===== config.mk =====
export PLATFORM = sky130hd
export DESIGN_NAME = uart_tx_sched
export DESIGN_NICKNAME = d
export VERILOG_FILES = /design/src/rtl/uart_tx_sched.sv
export SDC_FILE = /design/constraint.sdc
export NUM_CORES = 1
export LEC_CHECK = 0
export BUFFER_PORTS_ARGS = -buffer_cell sky130_fd_sc_hd__buf_2
export CORE_ASPECT_RATIO = 2
export CORE_MARGIN = 2
export CORE_UTILIZATION = 35
export DETAILED_ROUTE_END_ITERATION = 8
export SETUP_SLACK_MARGIN = 0.4
export SLEW_MARGIN = 20
export SYNTH_ARGS = -nofsm -noshare
export SYNTH_HDL_FRONTEND = slang
export SYNTH_SLANG_ARGS = --single-unit

===== constraint.sdc =====
create_clock -name clk -period 4.5 [get_ports clk]
set_clock_uncertainty 0.1 [all_clocks]
set_input_delay 0.9 -clock clk [delete_from_list [all_inputs] [get_ports clk]]
set_output_delay 0.9 -clock clk [all_outputs]
set_load 0.1 [all_outputs]

===== src/rtl/uart_tx_sched.sv =====
`default_nettype none
// uart_tx_sched: merges single echo bytes and zero-terminated buffered messages onto one UART tx stream.
// Optional: define TX_SCHED_INTERLEAVE_EN to let echo bytes slip between message bytes.
module uart_tx_sched #(
  parameter int MAX_LEN = 512,
  parameter int LEN_W   = 10
) (
  input  logic             clk,
  input  logic             rst_n,
  input  logic [7:0]       echo_data,
  input  logic             echo_valid,
  output logic             echo_ready,
  input  logic             msg_start,
  output logic [LEN_W-1:0] msg_addr,
  input  logic [7:0]       msg_byte,
  output logic             msg_busy,
  output logic             msg_done,
  output logic [7:0]       tx_data,
  output logic             tx_data_valid,
  input  logic             tx_data_ready
);

  typedef enum logic [1:0] {
    IDLE      = 2'd0,
    ECHO      = 2'd1,
    MSG_FETCH = 2'd2,
    MSG_SEND  = 2'd3
  } state_t;

  localparam logic [LEN_W-1:0] ADDR_LIMIT = LEN_W'(MAX_LEN);
  localparam logic             GRANT_ECHO = 1'b0;
  localparam logic             GRANT_MSG  = 1'b1;

  state_t state;
  logic   msg_pend;
  logic   last_grant;
  logic   grant_echo;
  logic   grant_msg;
  logic   msg_accept;
  logic   tx_fire;
  logic   msg_end;

  // Round-robin only matters on contention; a lone requester always wins.
  always_comb begin
    grant_echo = 1'b0;
    grant_msg  = 1'b0;
    if (state == IDLE) begin
      if (echo_valid && msg_pend) begin
        grant_echo = (last_grant == GRANT_MSG);
        grant_msg  = (last_grant == GRANT_ECHO);
      end else begin
        grant_echo = echo_valid;
        grant_msg  = msg_pend;
      end
    end
  end

  assign echo_ready = rst_n & grant_echo;
  assign msg_accept = msg_start & ~msg_busy;
  assign tx_fire    = tx_data_valid & tx_data_ready;
  assign msg_end    = (msg_byte == 8'h00) || (msg_addr == ADDR_LIMIT);

  always_ff @(posedge clk or negedge rst_n) begin
    if (!rst_n) begin
      state         <= IDLE;
      tx_data       <= 8'h00;
      tx_data_valid <= 1'b0;
      msg_addr      <= '0;
      msg_busy      <= 1'b0;
      msg_pend      <= 1'b0;
      msg_done      <= 1'b0;
      last_grant    <= GRANT_ECHO;
    end else begin
      msg_done <= 1'b0;
      if (msg_accept) begin
        msg_pend <= 1'b1;
        msg_busy <= 1'b1;
        msg_addr <= '0;
      end
      case (state)
        IDLE: begin
          if (grant_echo) begin
            tx_data       <= echo_data;
            tx_data_valid <= 1'b1;
            last_grant    <= GRANT_ECHO;
            state         <= ECHO;
          end else if (grant_msg) begin
            last_grant <= GRANT_MSG;
            state      <= MSG_FETCH;
          end
        end
        ECHO: begin
          if (tx_fire) begin
            tx_data_valid <= 1'b0;
            state         <= IDLE;
          end
        end
        MSG_FETCH: begin
          if (msg_end) begin
            msg_done <= 1'b1;
            msg_pend <= 1'b0;
            msg_busy <= 1'b0;
            state    <= IDLE;
          end else begin
            tx_data       <= msg_byte;
            tx_data_valid <= 1'b1;
            state         <= MSG_SEND;
          end
        end
        MSG_SEND: begin
          if (tx_fire) begin
            tx_data_valid <= 1'b0;
            if (msg_addr != ADDR_LIMIT) begin
              msg_addr <= msg_addr + LEN_W'(1);
            end
`ifdef TX_SCHED_INTERLEAVE_EN
            state <= IDLE;
`else
            state <= MSG_FETCH;
`endif
          end
        end
        default: state <= IDLE;
      endcase
    end
  end

endmodule
`default_nettype wire


==> metrics.md, run 1 <==
| Metric | Value |
|---|---|
| Placed cells | 214 |
| RSZ-0062 raised after global routing | no |
| Hold crit path type | flop to flop |
| Layout Area Growth over Synthesis | 24.0% |
| Final Hold Viols | 0 |
| Initial antenna violation count | 0 |
| Commonest cells in the netlist | 25 x dfrtp_1, 10 x nand2_1, 9 x a21oi_1 |
| CP arrival | 1.93 ns |
| MaxCap Viol Count | 0 |
| Fin crit share | 65.1% |
| ANT nets after route | 0 |
| Critical Path Start Type | input port |
| Largest cells by area after synthesis | dfrtp_1 47%, o221a_1 6.8%, or2_2 3.8%, a21oi_1 3.4%, mux2i_1 3.0% |
| Logic pwr share | 56.9% |
| Most frequent cell after synthesis | dfrtp_1 |
| Clock latency on the worst-skew pair | 0.27 ns |
| Fmax | 0.342 GHz |
| CTS tree | built |
| Overall die width | 47.5 um |
| Post-synth top area cell | dfrtp_1 |
| Final WS setup | 1.57 ns |
| PortBufs | 42 |
| GPL Wtd Cong | 0.828 |
| Synthesized flop and latch total | 25 |
| Postcts setup bufs | 0 |
| Root Driver | clkbuf_8 |
| Yosys Warn Count | 0 |
| Non-Filler Instances | 218 |
| P_sw | 643 uW |
| Vias per inst | 5.36 |
| Share of post-route cells with drive strength above 1 | 37.9% |
| # hold bufs at CTS | 0 |
| Unique cell type count in the Yosys netlist | 36 |
| Syn Area/Cell | 10.8 um2 |
| DIE HEIGHT | 91.1 um |
| Core area | 3610 um2 |
| Register area share after synthesis | 47.2% |
| Syn Inst Count | 123 |
| Largest net degree at the start of global routing | 27 |
| Int Pwr | 481 uW |
| GR Overflow Total | 0 |
| # setup viols final | 0 |
| Wire length per cell | 14.3 um |
| Boundary pin count | 43 |
| Share of the synthesized area in the top cell type | 47.2% |
| Die area | 4330 um2 |
| Mapped cell area | 1330 um2 |
| Total wire length | 3120 um |
| GRT Total Usage | 15.6% |
| TritonCTS Sinks | 25 |
| Clock power frac | 12.5% |
| Post-CTS Resized | 0 |
| Main flop type after synthesis | dfrtp_1 |
| Outcome | finished, final reports clean |
| # DRC | 0 |
| Switch share | 57.2% |
| CTS max path bufs | 2 |
| Maximum fanout along the worst path | 26 |
| Total Neg Setup Slack | 0 ns |
| Placement Setup Slack | 1.55 ns |
| Row cnt | 31 |
| Tightest Pin Transition | 0.550 ns |
| CTS Buf Count | 3 |
| Vias in the first global route | 1117 |
| Critical path type | input port to primary output |
| EDFF count, synth | 0 |
| Pre-antenna DRT Iters | 4 |
| VDD IR-drop max | 0.442 mV |
| Minimum clock period | 2.93 ns |
| NumNets Final | 193 |
| Pwr Density | 684 nW/um2 |
| Initial DRC Count | 24 |
| First-pass GRT wire length | 5000 um |
| Initial core utilization | 36.8% |
| Diode count | 0 |
| Dpl hpwl | 2470 um |
| Critical Path Sink Type | primary output |
| Clock slew at reported path FFs | 0.09 ns |
| Max Slew Vio Count | 0 |
| WP data required | 3.50 ns |
| Async S/R FF share, synth | 100% |
| # H-tree levels | 1 |
| Max_slew headroom | 63.2% |
| Mapped Nets | 146 |
| Via count | 1168 |
| Sequential power share | 30.6% |
| P_leak | 0.000786 uW |
-- cells by family (layout without fill, tap and decap cells) --
family	Yosys count	after routing	synth area share, %
flip-flops	25	25	47.2
AND/OR/NAND/NOR	52	52	22.6
adder cells (fa/ha/maj)	2	2	1.89
AO/OA/AOI/OAI	32	32	21.3
multiplexers	6	6	4.72
buffers and inverters	6	52	2.26
-- per-layer routing --
layer  GRT usage (%)  vias up  share of wire (%)
met3            2.58        4                4.3
met1            17.3      563                 39
met5               0        -                  0
met4            6.02        0                1.5
met2            27.1       38                 55
li1                -      563                  -
-- through the flow --
step / hold WS (ns) / util [%] / power (uW) / instance area [um2]
4_1_cts: 0.411 / 45.6 / 1130 / 1640
5_1_grt: 0.443 / 45.6 / 1180 / 1640
3_5_place_dp: 0.396 / 44.2 / 990 / 1590
3_3_place_gp: 0.384 / 44.2 / 983 / 1590
6_report: 0.413 / 45.6 / 1120 / 1640
2_1_floorplan: 0.363 / - / 875 / 1330
-- final cells by class --
| class | instances | area (um2) |
|---|---|---|
| timing repair buffer | 43 | 218 |
| multi-input combinational | 92 | 671 |
| clock inverter | 1 | 8.76 |
| inverter | 5 | 18.8 |
| tap | 49 | 61.3 |
| fill | 357 | 1960 |
| sequential | 25 | 626 |
| clock buffer | 3 | 41.3 |
-- sequential cells by signal, summed over array words and instances, names as in the netlist --
| register | flops |
|---|---|
| tx_data | 8 |
| last_grant | 1 |
| tx_data_valid | 1 |
| msg_addr | 10 |
| msg_done | 1 |
| state | 2 |
| msg_pend | 1 |
| msg_busy | 1 |
-- power by group through the flow --
stage,registers [uW],logic (uW),clock network (uW)
floorplan,725,151,0
global placement,347,636,0
detailed placement,344,646,0
CTS,344,644,146
global route,355,664,157
finish,344,640,140
-- worst max-delay path, stage by stage --
cell and delay, ns:
buf_2 0.08, buf_4 0.30, and3_1 0.21, buf_2 0.42
-- final timing paths --
check | startpoint | endpoint | slack (ns) | cells past startpoint
worst max-delay path | rst_n | echo_ready | 1.57 | 4
worst min-delay path | last_grant | last_grant | 0.41 | 1
worst max register to register | msg_addr[4] | msg_addr[6] | 2.54 | 4
worst min register to register | last_grant | last_grant | 0.41 | 1
max in group asynchronous | rst_n | msg_addr[5] | 3.54 | 2
min in group asynchronous | rst_n | msg_addr[2] | 0.50 | 2
-- layout by cell type, fill, tap and decap left out, drive strengths merged, types with 3 or more instances in the layout --
cell | synthesis | final
nor2 | 7 | 7
dfrtp | 25 | 25
and3 | 6 | 6
a31oi | 3 | 3
mux2i | 4 | 4
nand2 | 10 | 10
or2 | 8 | 8
nand3 | 6 | 6
buf | 1 | 43
nor4 | 3 | 3
o221a | 8 | 8
clkbuf | 0 | 3
inv | 5 | 6
a41oi | 3 | 3
a21oi | 9 | 9
(Power assumes the default switching activity.)
==> inputs of run 2 (changes only) <==
ABC_AREA = 1   (was default)
clock period = 2.6 ns   (was 4.5 ns; I/O delays follow)
==> run 2 against run 1 <==
Routed wire length increased by 16%; non-clock buffer count increased by 1; count of clock-buffer cells in the layout unchanged; utilization decreased by 0.95 points; final cell count increased by 40%; sequential share of layout area decreased by 3.8 points; combinational power increased by 120%; worst hold slack got worse by 0.27 ns; die area increased by 11%.
==> metrics.md, run 2 <==
| Metric | Value |
|---|---|
| Initial core utilization | 36.2% (-0.56 points) |
| DIE HEIGHT | 96.0 um (+5.4%) |
| CP arrival | 1.39 ns (-0.54 ns) |
| # DRC | 0 (unchanged) |
| GR Overflow Total | 0 (unchanged) |
| Vias per inst | 4.67 (-13%) |
| Root Driver | clkbuf_8 |
| Max_slew headroom | 67.4% (+4.2 points) |
| # setup viols final | 0 (unchanged) |
| Total wire length | 3620 um (+16%) |
| Most frequent cell after synthesis | nand2_1 |
| CTS tree | built |
| Core area | 4090 um2 (+13%) |
| Boundary pin count | 43 (unchanged) |
| Initial antenna violation count | 0 (unchanged) |
| Final Hold Viols | 0 (unchanged) |
| Pwr Density | 1260 nW/um2 (+84%) |
| VDD IR-drop max | 0.610 mV (+38%) |
| Share of post-route cells with drive strength above 1 | 25.2% (-13 points) |
| Biggest regs | msg_addr: 10 flops, tx_data: 8 flops, state: 2 flops |
| Critical path type | flop to primary output |
| ANT nets after route | 0 (unchanged) |
| P_leak | 0.000990 uW (+26%) |
| Mapped cell area | 1480 um2 (+12%) |
| Max Slew Vio Count | 0 (unchanged) |
| Unique cell type count in the Yosys netlist | 25 (-31%) |
| Register area share after synthesis | 42.3% (-4.9 points) |
| Vias in the first global route | 1469 (+32%) |
| Async S/R FF share, synth | 100% (unchanged) |
| Max FFs per register | 10 (unchanged) |
| Pre-antenna DRT Iters | 4 (unchanged) |
| TritonCTS Sinks | 25 (unchanged) |
| Maximum fanout along the worst path | 5 (-81%) |
| PortBufs | 42 (unchanged) |
| Non-Filler Instances | 306 (+40%) |
| Most frequent cells in the layout | 77 x nand2_1, 41 x buf_2, 25 x dfrtp_1, 23 x nand3_1, 22 x nor2_1 |
| Syn Inst Count | 209 (+70%) |
| Share of the synthesized area in the top cell type | 42.3% (-4.9 points) |
| Dpl hpwl | 2900 um (+18%) |
| CTS Buf Count | 3 (unchanged) |
| Main flop type after synthesis | dfrtp_1 |
| RSZ-0062 raised after global routing | no |
| GPL Wtd Cong | 0.760 (-8.1%) |
| R2R Path Start | msg_addr[0] |
| Total Neg Setup Slack | 0 ns (unchanged) |
| EDFF count, synth | 0 (unchanged) |
| Via count | 1428 (+22%) |
| GRT Total Usage | 17.1% (+1.5 points) |
| Placed cells | 302 (+41%) |
| Clock slew at reported path FFs | 0.10 ns (about the same) |
| Overall die width | 50.0 um (+5.2%) |
| Largest reg by FF count | msg_addr |
| Post-synth top area cell | dfrtp_1 |
| Outcome | finished, final reports clean |
| Commonest non-fill, non-tap cell in the layout | nand2_1 |
| Tightest Pin Transition | 0.488 ns (-0.0614 ns) |
| Largest cells by area after synthesis | dfrtp_1 42%, nand2_1 20%, nand3_1 7.8%, nor2_1 5.8%, inv_1 4.6% |
| NumNets Final | 278 (+44%) |
| Synthesized flop and latch total | 25 (unchanged) |
| Critical Path Start Type | flop |
| Minimum clock period | 2.01 ns |
| # hold bufs at CTS | 0 (unchanged) |
| Postcts setup bufs | 0 (unchanged) |
| Largest net degree at the start of global routing | 26 (-3.7%) |
| R2R Setup Slk | 0.98 ns (-1.56 ns) |
| First-pass GRT wire length | 6180 um (+24%) |
| Layout filler cell count | 455 (+27%) |
| Syn Area/Cell | 7.08 um2 (-34%) |
| Yosys Warn Count | 0 (unchanged) |
| Commonest cells in the netlist | 77 x nand2_1, 25 x dfrtp_1, 23 x nand3_1, 23 x nor2_1, 18 x inv_1 |
| Clock latency on the worst-skew pair | 0.28 ns (about the same) |
| Mapped Nets | 232 (+59%) |
| Fmax | 0.497 GHz |
| Post-CTS Resized | 0 (unchanged) |
| Layout Area Growth over Synthesis | 23.2% |
| Fin crit share | 77.4% |
| WP data required | 1.98 ns (-1.52 ns) |
| Die area | 4800 um2 (+11%) |
| Initial DRC Count | 27 (+13%) |
| Wire length per cell | 11.8 um (-18%) |
| Hold crit path type | input port to asynchronous set/reset pin |
| CTS max path bufs | 2 (unchanged) |
| Diode count | 0 (unchanged) |
| Register-to-Register Path Depth | 9 (+5) |
| # H-tree levels | 1 (unchanged) |
| MaxCap Viol Count | 0 (unchanged) |
| Row cnt | 33 (+6.5%) |
| RR Endpoint | tx_data[6] |
| Critical Path Sink Type | primary output |
[run 2: cell count changes after synthesis, sizes merged, moves of 8 or more]
cell,change
inv,+17
nand2,+71
nand3,+20
nor2,+20
o21ai,+10
o221a,-8
or2,-8
[run 2: area by class of cell]
class | instances | area [um2] | area share (%)
clock inverters | 1 | 7.51 | 0.412
clock buffers | 3 | 41.3 | 2.26
flip-flops and latches | 25 | 626 | 34.3
well taps | 52 | 65.1 | 3.57
inverters | 23 | 86.3 | 4.73
multi-input cells | 158 | 758 | 41.6
repair buffers | 44 | 240 | 13.2
[run 2: kinds of logic after synthesis]
family | share of synthesized area (%)
simple gates | 40.7
xor+xnor | 2.37
fa+ha+maj | 1.69
buf+inv | 7.02
compound gates | 6.00
flops | 42.3
[run 2: where the power goes]
part | total, uW | internal [uW] | switching (uW)
clock network | 245 | 109 | 136
registers | 630 | 516 | 113
logic | 1420 | 279 | 1140
[run 2: critical path, stage by stage (launching register included)]
cell and delay (ns):
dfrtp_1 0.44, nor2_2 0.22, nand3_2 0.15, nor2_4 0.13, buf_12 0.18
[run 2: per-stage QoR]
stage               utilization (%)  worst slack, ns  power, uW  instance area [um2]  hold slack, ns
finish                         44.6            0.587       2300                 1820           0.146
global route                   44.6            0.511       2440                 1820           0.170
detailed placement             43.4            0.878       2080                 1780           0.393
global placement               43.4            0.907       2070                 1780           0.387
floorplan                         -            0.493       1800                 1490           0.124
CTS                            44.6            0.554       2330                 1820           0.152
[run 2: worst max path at each step]
stage,from,end,slack (ns),cells past startpoint
2_1_floorplan,msg_addr[0],msg_addr[6],0.49,10
3_3_place_gp,state[0],echo_ready,0.91,4
3_5_place_dp,state[0],echo_ready,0.88,4
4_1_cts,state[0],echo_ready,0.55,4
5_1_grt,state[0],echo_ready,0.51,4
6_report,state[0],echo_ready,0.59,4
[run 2: layer usage]
metal  up-vias  wire length, um  share of wire, %  global-route usage [%]
met4         0               62               1.7                    7.41
met2        31             2190                61                    35.3
met5         -                0                 0                       0
met3         5              102               2.8                    1.86
met1       648             1260                35                    15.9
li1        744                -                 -                       -
